===== config.mk =====
export PLATFORM = sky130hd
export DESIGN_NAME = word_ring_sched
export DESIGN_NICKNAME = d
export VERILOG_FILES = /design/src/rtl/word_ring_sched.sv
export SDC_FILE = /design/constraint.sdc
export NUM_CORES = 2
export LEC_CHECK = 0
export ABC_AREA = 1
export BUFFER_PORTS_ARGS = -buffer_cell sky130_fd_sc_hd__buf_4
export CAP_MARGIN = 20
export CELL_PAD_IN_SITES_DETAIL_PLACEMENT = 1
export CELL_PAD_IN_SITES_GLOBAL_PLACEMENT = 1
export CORE_MARGIN = 4
export CORE_UTILIZATION = 44
export CTS_CLUSTER_DIAMETER = 40
export DETAILED_ROUTE_END_ITERATION = 8
export GPL_ROUTABILITY_DRIVEN = 0
export PLACE_DENSITY_LB_ADDON = 0.1
export SYNTH_ARGS = -nofsm -noshare
export SYNTH_HDL_FRONTEND = slang
export SYNTH_SLANG_ARGS = --single-unit

===== constraint.sdc =====
create_clock -name clk -period 33.9 [get_ports clk]
set_input_delay 6.78 -clock clk [delete_from_list [all_inputs] [get_ports clk]]
set_output_delay 6.78 -clock clk [all_outputs]
set_load 0.01 [all_outputs]

===== src/rtl/word_ring_sched.sv =====
// word_ring_sched: circulating word ring for message-schedule datapaths.
// A parallel load of STAGES words is streamed from the ring head for ROUNDS
// words over a valid/ready output, with flush and a one-cycle done strobe.
// Optional SHA-256 expansion feedback is built only when the macro
// WORD_RING_SCHED_EXPAND_EN is defined (STAGES==16, WIDTH==32 only);
// otherwise the ring simply rotates.
//
// Handshake rules: a transfer happens on a rising edge where valid and ready
// are both high. The producer holds its data stable while valid is high and
// ready is low. Valid never depends on ready. flush forces out_valid and
// in_ready low combinationally, so no transfer can coincide with a flush.
module word_ring_sched #(
  parameter int STAGES = 16,
  parameter int WIDTH  = 32,
  parameter int ROUNDS = 64,
  localparam int RW    = $clog2(ROUNDS + 1)
) (
  input  logic                    clk,
  input  logic                    rst,
  input  logic                    in_valid,
  output logic                    in_ready,
  input  logic [STAGES*WIDTH-1:0] din,
  input  logic                    expand,
  output logic                    out_valid,
  input  logic                    out_ready,
  output logic [WIDTH-1:0]        dout,
  output logic [RW-1:0]           round,
  input  logic                    flush,
  output logic                    done
);

  typedef enum logic {
    ST_IDLE = 1'b0,
    ST_RUN  = 1'b1
  } state_t;

  state_t           state_q, state_d;
  logic [WIDTH-1:0] stage_q [STAGES];
  logic [WIDTH-1:0] stage_d [STAGES];
  logic [RW-1:0]    round_q, round_d;
  logic             expand_q, expand_d;
  logic             done_q, done_d;

  logic             load;
  logic             fire;
  logic             last;
  logic [WIDTH-1:0] feedback;

  // Word written into the ring tail on every accepted output word.
`ifdef WORD_RING_SCHED_EXPAND_EN
  if (STAGES == 16 && WIDTH == 32) begin : g_sha
    logic [31:0] w1, w14, s0, s1, sum;
    assign w1  = stage_q[1];
    assign w14 = stage_q[14];
    assign s0  = {w1[6:0], w1[31:7]} ^ {w1[17:0], w1[31:18]} ^ (w1 >> 3);
    assign s1  = {w14[16:0], w14[31:17]} ^ {w14[18:0], w14[31:19]} ^ (w14 >> 10);
    // Modulo 2^32 sum; carries out of bit 31 are dropped by the width.
    assign sum = s1 + stage_q[9] + s0 + stage_q[0];
    assign feedback = expand_q ? sum : stage_q[0];
  end else begin : g_rot
    $warning("word_ring_sched: expand feedback needs STAGES=16 and WIDTH=32; expand is ignored");
    assign feedback = stage_q[0];
  end
`else
  assign feedback = stage_q[0];
`endif

  // Output-side view of the ring and channel handshakes.
  always_comb begin
    in_ready  = (state_q == ST_IDLE) && !flush;
    out_valid = (state_q == ST_RUN) && !flush;
    dout      = stage_q[0];
    round     = round_q;
    done      = done_q;
    load      = in_valid && in_ready;
    fire      = out_valid && out_ready;
    last      = (round_q == RW'(ROUNDS - 1));
  end

  // Next-state: flush beats load, load only in IDLE, shift on each accept.
  always_comb begin
    state_d  = state_q;
    round_d  = round_q;
    expand_d = expand_q;
    done_d   = 1'b0;
    for (int i = 0; i < STAGES; i++) stage_d[i] = stage_q[i];

    if (flush) begin
      state_d = ST_IDLE;
      round_d = '0;
    end else if (load) begin
      for (int i = 0; i < STAGES; i++) stage_d[i] = din[i*WIDTH +: WIDTH];
      round_d  = '0;
      expand_d = expand;
      state_d  = ST_RUN;
    end else if (fire) begin
      for (int i = 0; i < STAGES - 1; i++) stage_d[i] = stage_q[i+1];
      stage_d[STAGES-1] = feedback;
      if (last) begin
        state_d = ST_IDLE;
        round_d = '0;
        done_d  = 1'b1;
      end else begin
        round_d = round_q + RW'(1);
      end
    end
  end

  // State, ring and counter registers with asynchronous reset.
  always_ff @(posedge clk or posedge rst) begin
    if (rst) begin
      state_q  <= ST_IDLE;
      round_q  <= '0;
      expand_q <= 1'b0;
      done_q   <= 1'b0;
      for (int i = 0; i < STAGES; i++) stage_q[i] <= '0;
    end else begin
      state_q  <= state_d;
      round_q  <= round_d;
      expand_q <= expand_d;
      done_q   <= done_d;
      for (int i = 0; i < STAGES; i++) stage_q[i] <= stage_d[i];
    end
  end

endmodule


# ---- Yosys cells after proc, flatten, opt, wreduce, memory -nomap -nowiden
# Index checks and enable logic that the tools add are counted.
dict set report word_totals {
  ff_bits 521
  output_inout_bits 42
  elab_cells 47
  in_bits 518
}
dict set report classes {
  reduce_logical 10
  mux 14
  n_eq_ne 1
  n_bitwise 2
  addsub 1
}
# operator count
set op_table {}
lappend op_table {{$mux 512} 2}
lappend op_table {{$mux 7} 4}
lappend op_table {{$mux 1} 8}
lappend op_table {{$add 7x1->7 const B} 1}
lappend op_table {{$eq 7x6->1 const B} 1}
lappend op_table {{$reduce_bool 3->1} 2}
lappend op_table {{$logic_and 1x1->1} 4}
lappend op_table {{$reduce_and 2->1} 2}
lappend op_table {{$not 1->1} 2}
lappend op_table {{$reduce_bool 2->1} 1}
lappend op_table {{$logic_not 1->1} 1}

# ---- Logic depth before layout (Yosys ltp)
dict set report logic_depth {
  word_depth 6
  mapped_depth 9
  ltp_nobuf 8
}

# ---- Worst setup path after synthesis
# OpenSTA, ideal clock, no wires.
dict set report synth_timing {
  path_type {input to output}
  startpoint {input flush}
  endpoint {output out_valid}
  t_required_ps 27120
  n_path_buf 0
  path_stages 1
  setup_slack_ps 20166
  arrival_ps 6954
  cell_sequence {nor2_2}
}
dict set report synth_between {
  elab_chain_cells 2
}
# item line
set synth_lines {}
lappend synth_lines {{start: declaration} 28} ;# input logic flush,
lappend synth_lines {{$logic_not 1->1} 71} ;# out_valid = (state_q == ST_RUN) && !flush;
lappend synth_lines {{$logic_and 1x1->1} 71}
lappend synth_lines {{end: declaration} 24} ;# output logic out_valid,
# Every way passes these cells.

# ---- Worst setup path after layout
dict set report layout_timing {
  startpoint {input flush}
  endpoint {output in_ready}
}
dict set report layout_between {
  elab_chain_cells 2
}
# item line
set layout_lines {}
lappend layout_lines {{$logic_not 1->1} 70} ;# in_ready = (state_q == ST_IDLE) && !flush;
lappend layout_lines {{$logic_and 1x1->1} 70}
lappend layout_lines {{end: declaration} 21} ;# output logic in_ready,
# Every way passes these cells.

==> results.txt <==
run status -> complete, no violations
Max Buffers Root-to-Sink -> 3
Cell Count, Final, Fillers Out -> 4160
I/O pin count -> 560
Pre-antenna DRT Iters -> 6
WP buf/inv -> 2
core area -> 0.0565 sq mm
CP dominant cell by count -> buf_4
total CTS buffers -> 94
Worst-path clk slew -> 0.05 ns
Post-Syn Nets -> 3404
Synth area leader -> dfrtp_1
Synth area leaders -> dfrtp_1 (52%), o211ai_1 (15%), nand2_1 (7.8%)
RSZ-0062 raised after global routing -> false
Syn Area/Cell -> 8.73 sq um
Seq/Total Area, Yosys -> 51.7%
Post-synth EDFFs -> 0
Vias -> 22200
Compound-Gate Fraction of Synth Area -> 25.7%
vias in the first global route -> 23300
Arr. time, crit path -> 7.29 ns
synthesis-stage register bit count -> 521
Initial Util -> 44.6%
Remaining DRCs -> 0
CTS tree -> done
Hold Path Origin -> round[6]
VDD IR max -> 0.0437 mV
hold endpoint -> done
WL/cell -> 21.9 microns
Crit Path Category -> primary input to output pin
crit path cell chain -> buf_4, nor2_2, buf_4
Slew Limit Fails -> 0
synthesis-to-layout area growth -> 28.2%
post-route ant nets -> 0
slew of the pin with the lowest slew margin -> 1.11 ns
root buffer cell -> clkbuf_16
initial antenna violation count -> 40
final hold violations -> 0
final setup TNS -> 0 ns
endpoints failing setup -> 0
unique cell type count in the Yosys netlist -> 24
Post-synth ARST share -> 100%
Crit Reg-Reg Endpoint -> stage_q[414]
fin nets -> 3817
Max FO, Critical Path -> 4
Routed Wire Length -> 91.0 mm
simple-gate portion of the synthesized area -> 8.31%
Finished Cell Area -> 0.0323 sq mm
Tmin final -> 14.07 ns
clk sinks -> 521
PwrDens -> 75.5 mW/mm^2
share of cells above drive strength 1 -> 22.3%
Power Total -> 2.44 mW
Max Fclk -> 71.1 MHz
main combinational cell family by area after synthesis -> compound AO/OA/AOI/OAI gates
class of the worst hold path -> register to register
synth warn -> 0
worst hold slack -> 0.497 ns
FF-to-FF setup slack -> 29.18 ns
First DRT Iteration DRCs -> 1448
Slew Limit Headroom -> 25.8%
DP Area -> 0.0290 sq mm
hold bufs inserted after CTS -> 0
port buffer count -> 558
Largest delay share family, worst path -> buffers and inverters
gr ovfl total -> 0
Total GRT Usage -> 28.8%
Slowest cell on crit path -> nor2_2
mux contribution to synthesized area -> 0%
first-pass GRT wire length -> 136 mm
hold depth -> 1
R2R cell count -> 7
synthesized cell area -> 0.0252 sq mm
ys flop type -> dfrtp_1
max cap viols -> 0
crit start category -> primary input
Final period util -> 41.5%
Inst Count DP -> 3956
H-Tree Depth -> 3
Static Leak -> 16.3 nW
Core Util, Final -> 57.2%
setup bufs post-CTS -> 0
Post-synth top cells -> nand2_1 (527), inv_1 (525), dfrtp_1 (521)
Synth Area in Adders -> 0.0496%
Die Height -> 247 microns
Critical Path Max Stage Delay -> 0.21 ns
most common cell in the netlist -> nand2_1
CTS resizes -> 0
Clk Latency, worst-skew pair -> 0.63 ns
Crit path required time -> 27.12 ns
final worst slack -> 19.83 ns
Chip Width -> 247 microns
DP HPWL -> 62.7 mm
vias per inst -> 5.33
cells after synthesis -> 2885
Setup Skew -> 0.0195 ns
r2r startpoint -> state_q
Synth top area share -> 51.7%
fillcell total -> 6512
DIE AREA -> 0.0612 sq mm
cell row count -> 87
xor/xnor share of the synthesized area -> 0.0348%
element type at the critical path end -> output pin
largest net degree at the start of global routing -> 277
dpl ws -> 19.83 ns
-- registers in the layout, indices dropped and copies added (netlist names) --
register	cells
stage_q	480
state_q	1
dout	32
done	1
round	7
-- worst reg2reg max path, cell delays in order, from the launching register on --
cell	delay [ns]
dfrtp_1	0.38
nor2_2	0.24
nand2_8	0.48
nand2_8	0.99
buf_12	0.89
buf_4	0.98
o211ai_1	0.48
o21ai_0	0.17
-- final cells by class --
class / count / area, sq um / share of cell area (%)
diodes: 28 / 70.1 / 0.217
clock buffers: 123 / 2620 / 8.11
flip-flops and latches: 521 / 13000 / 40.3
repair buffers: 576 / 4430 / 13.7
inverters: 525 / 1980 / 6.12
clock inverters: 51 / 609 / 1.89
multi-input cells: 1580 / 8620 / 26.7
well taps: 756 / 946 / 2.93
-- routing by layer --
metal | part of all wire (%) | up-vias | GRT usage (%)
li1 | - | 10500 | -
met1 | 40 | 10900 | 35.4
met2 | 49 | 612 | 47.3
met3 | 7.7 | 193 | 8.72
met4 | 3.7 | 34 | 12.3
met5 | 0.23 | - | 0
-- kinds of logic (layout without fill, tap and decap cells) --
group	after synthesis	after routing
other	0	28
buffers and inverters	784	1275
flip-flops	521	521
XOR/XNOR	1	1
AND/OR/NAND/NOR	548	548
adder cells (fa/ha/maj)	1	1
AO/OA/AOI/OAI	1030	1030
-- cell usage in the layout (no fill, tap or decap), types with 2 or more instances in the layout --
| cell | Yosys | routed |
|---|---|---|
| clkbuf_16 | 0 | 94 |
| inv_1 | 525 | 524 |
| clkinvlp_4 | 0 | 11 |
| nor2_1 | 5 | 5 |
| dfrtp_1 | 521 | 521 |
| buf_12 | 1 | 5 |
| nand3_1 | 6 | 6 |
| o211ai_1 | 502 | 502 |
| nand4_1 | 4 | 4 |
| buf_4 | 52 | 569 |
| o211ai_2 | 10 | 10 |
| clkbuf_1 | 64 | 13 |
| o21ai_0 | 372 | 372 |
| nand2_1 | 527 | 527 |
| bufinv_16 | 0 | 9 |
| nor2_2 | 2 | 2 |
| diode_2 | 0 | 28 |
| clkbuf_8 | 0 | 16 |
| clkinv_4 | 0 | 8 |
| nand2_8 | 0 | 2 |
| o21ai_1 | 145 | 145 |
| buf_16 | 0 | 2 |
| clkinv_2 | 0 | 14 |
| inv_6 | 0 | 4 |
| clkinv_8 | 0 | 5 |
-- worst max-delay path by stage --
stage / from / end / slack (ns) / depth (start not counted)
2_1_floorplan: rst / done / 12.57 / 1
3_3_place_gp: flush / in_ready / 19.83 / 3
3_5_place_dp: flush / in_ready / 19.83 / 3
4_1_cts: flush / in_ready / 19.83 / 3
5_1_grt: flush / in_ready / 19.78 / 3
6_report: flush / in_ready / 19.83 / 3
-- power by group --
group | total, mW | switching (mW) | internal [mW]
clock network | 0.950 | 0.335 | 0.615
registers | 0.895 | 0.0645 | 0.830
logic | 0.593 | 0.382 | 0.211
Note: power is estimated with default switching activity, not from simulation.
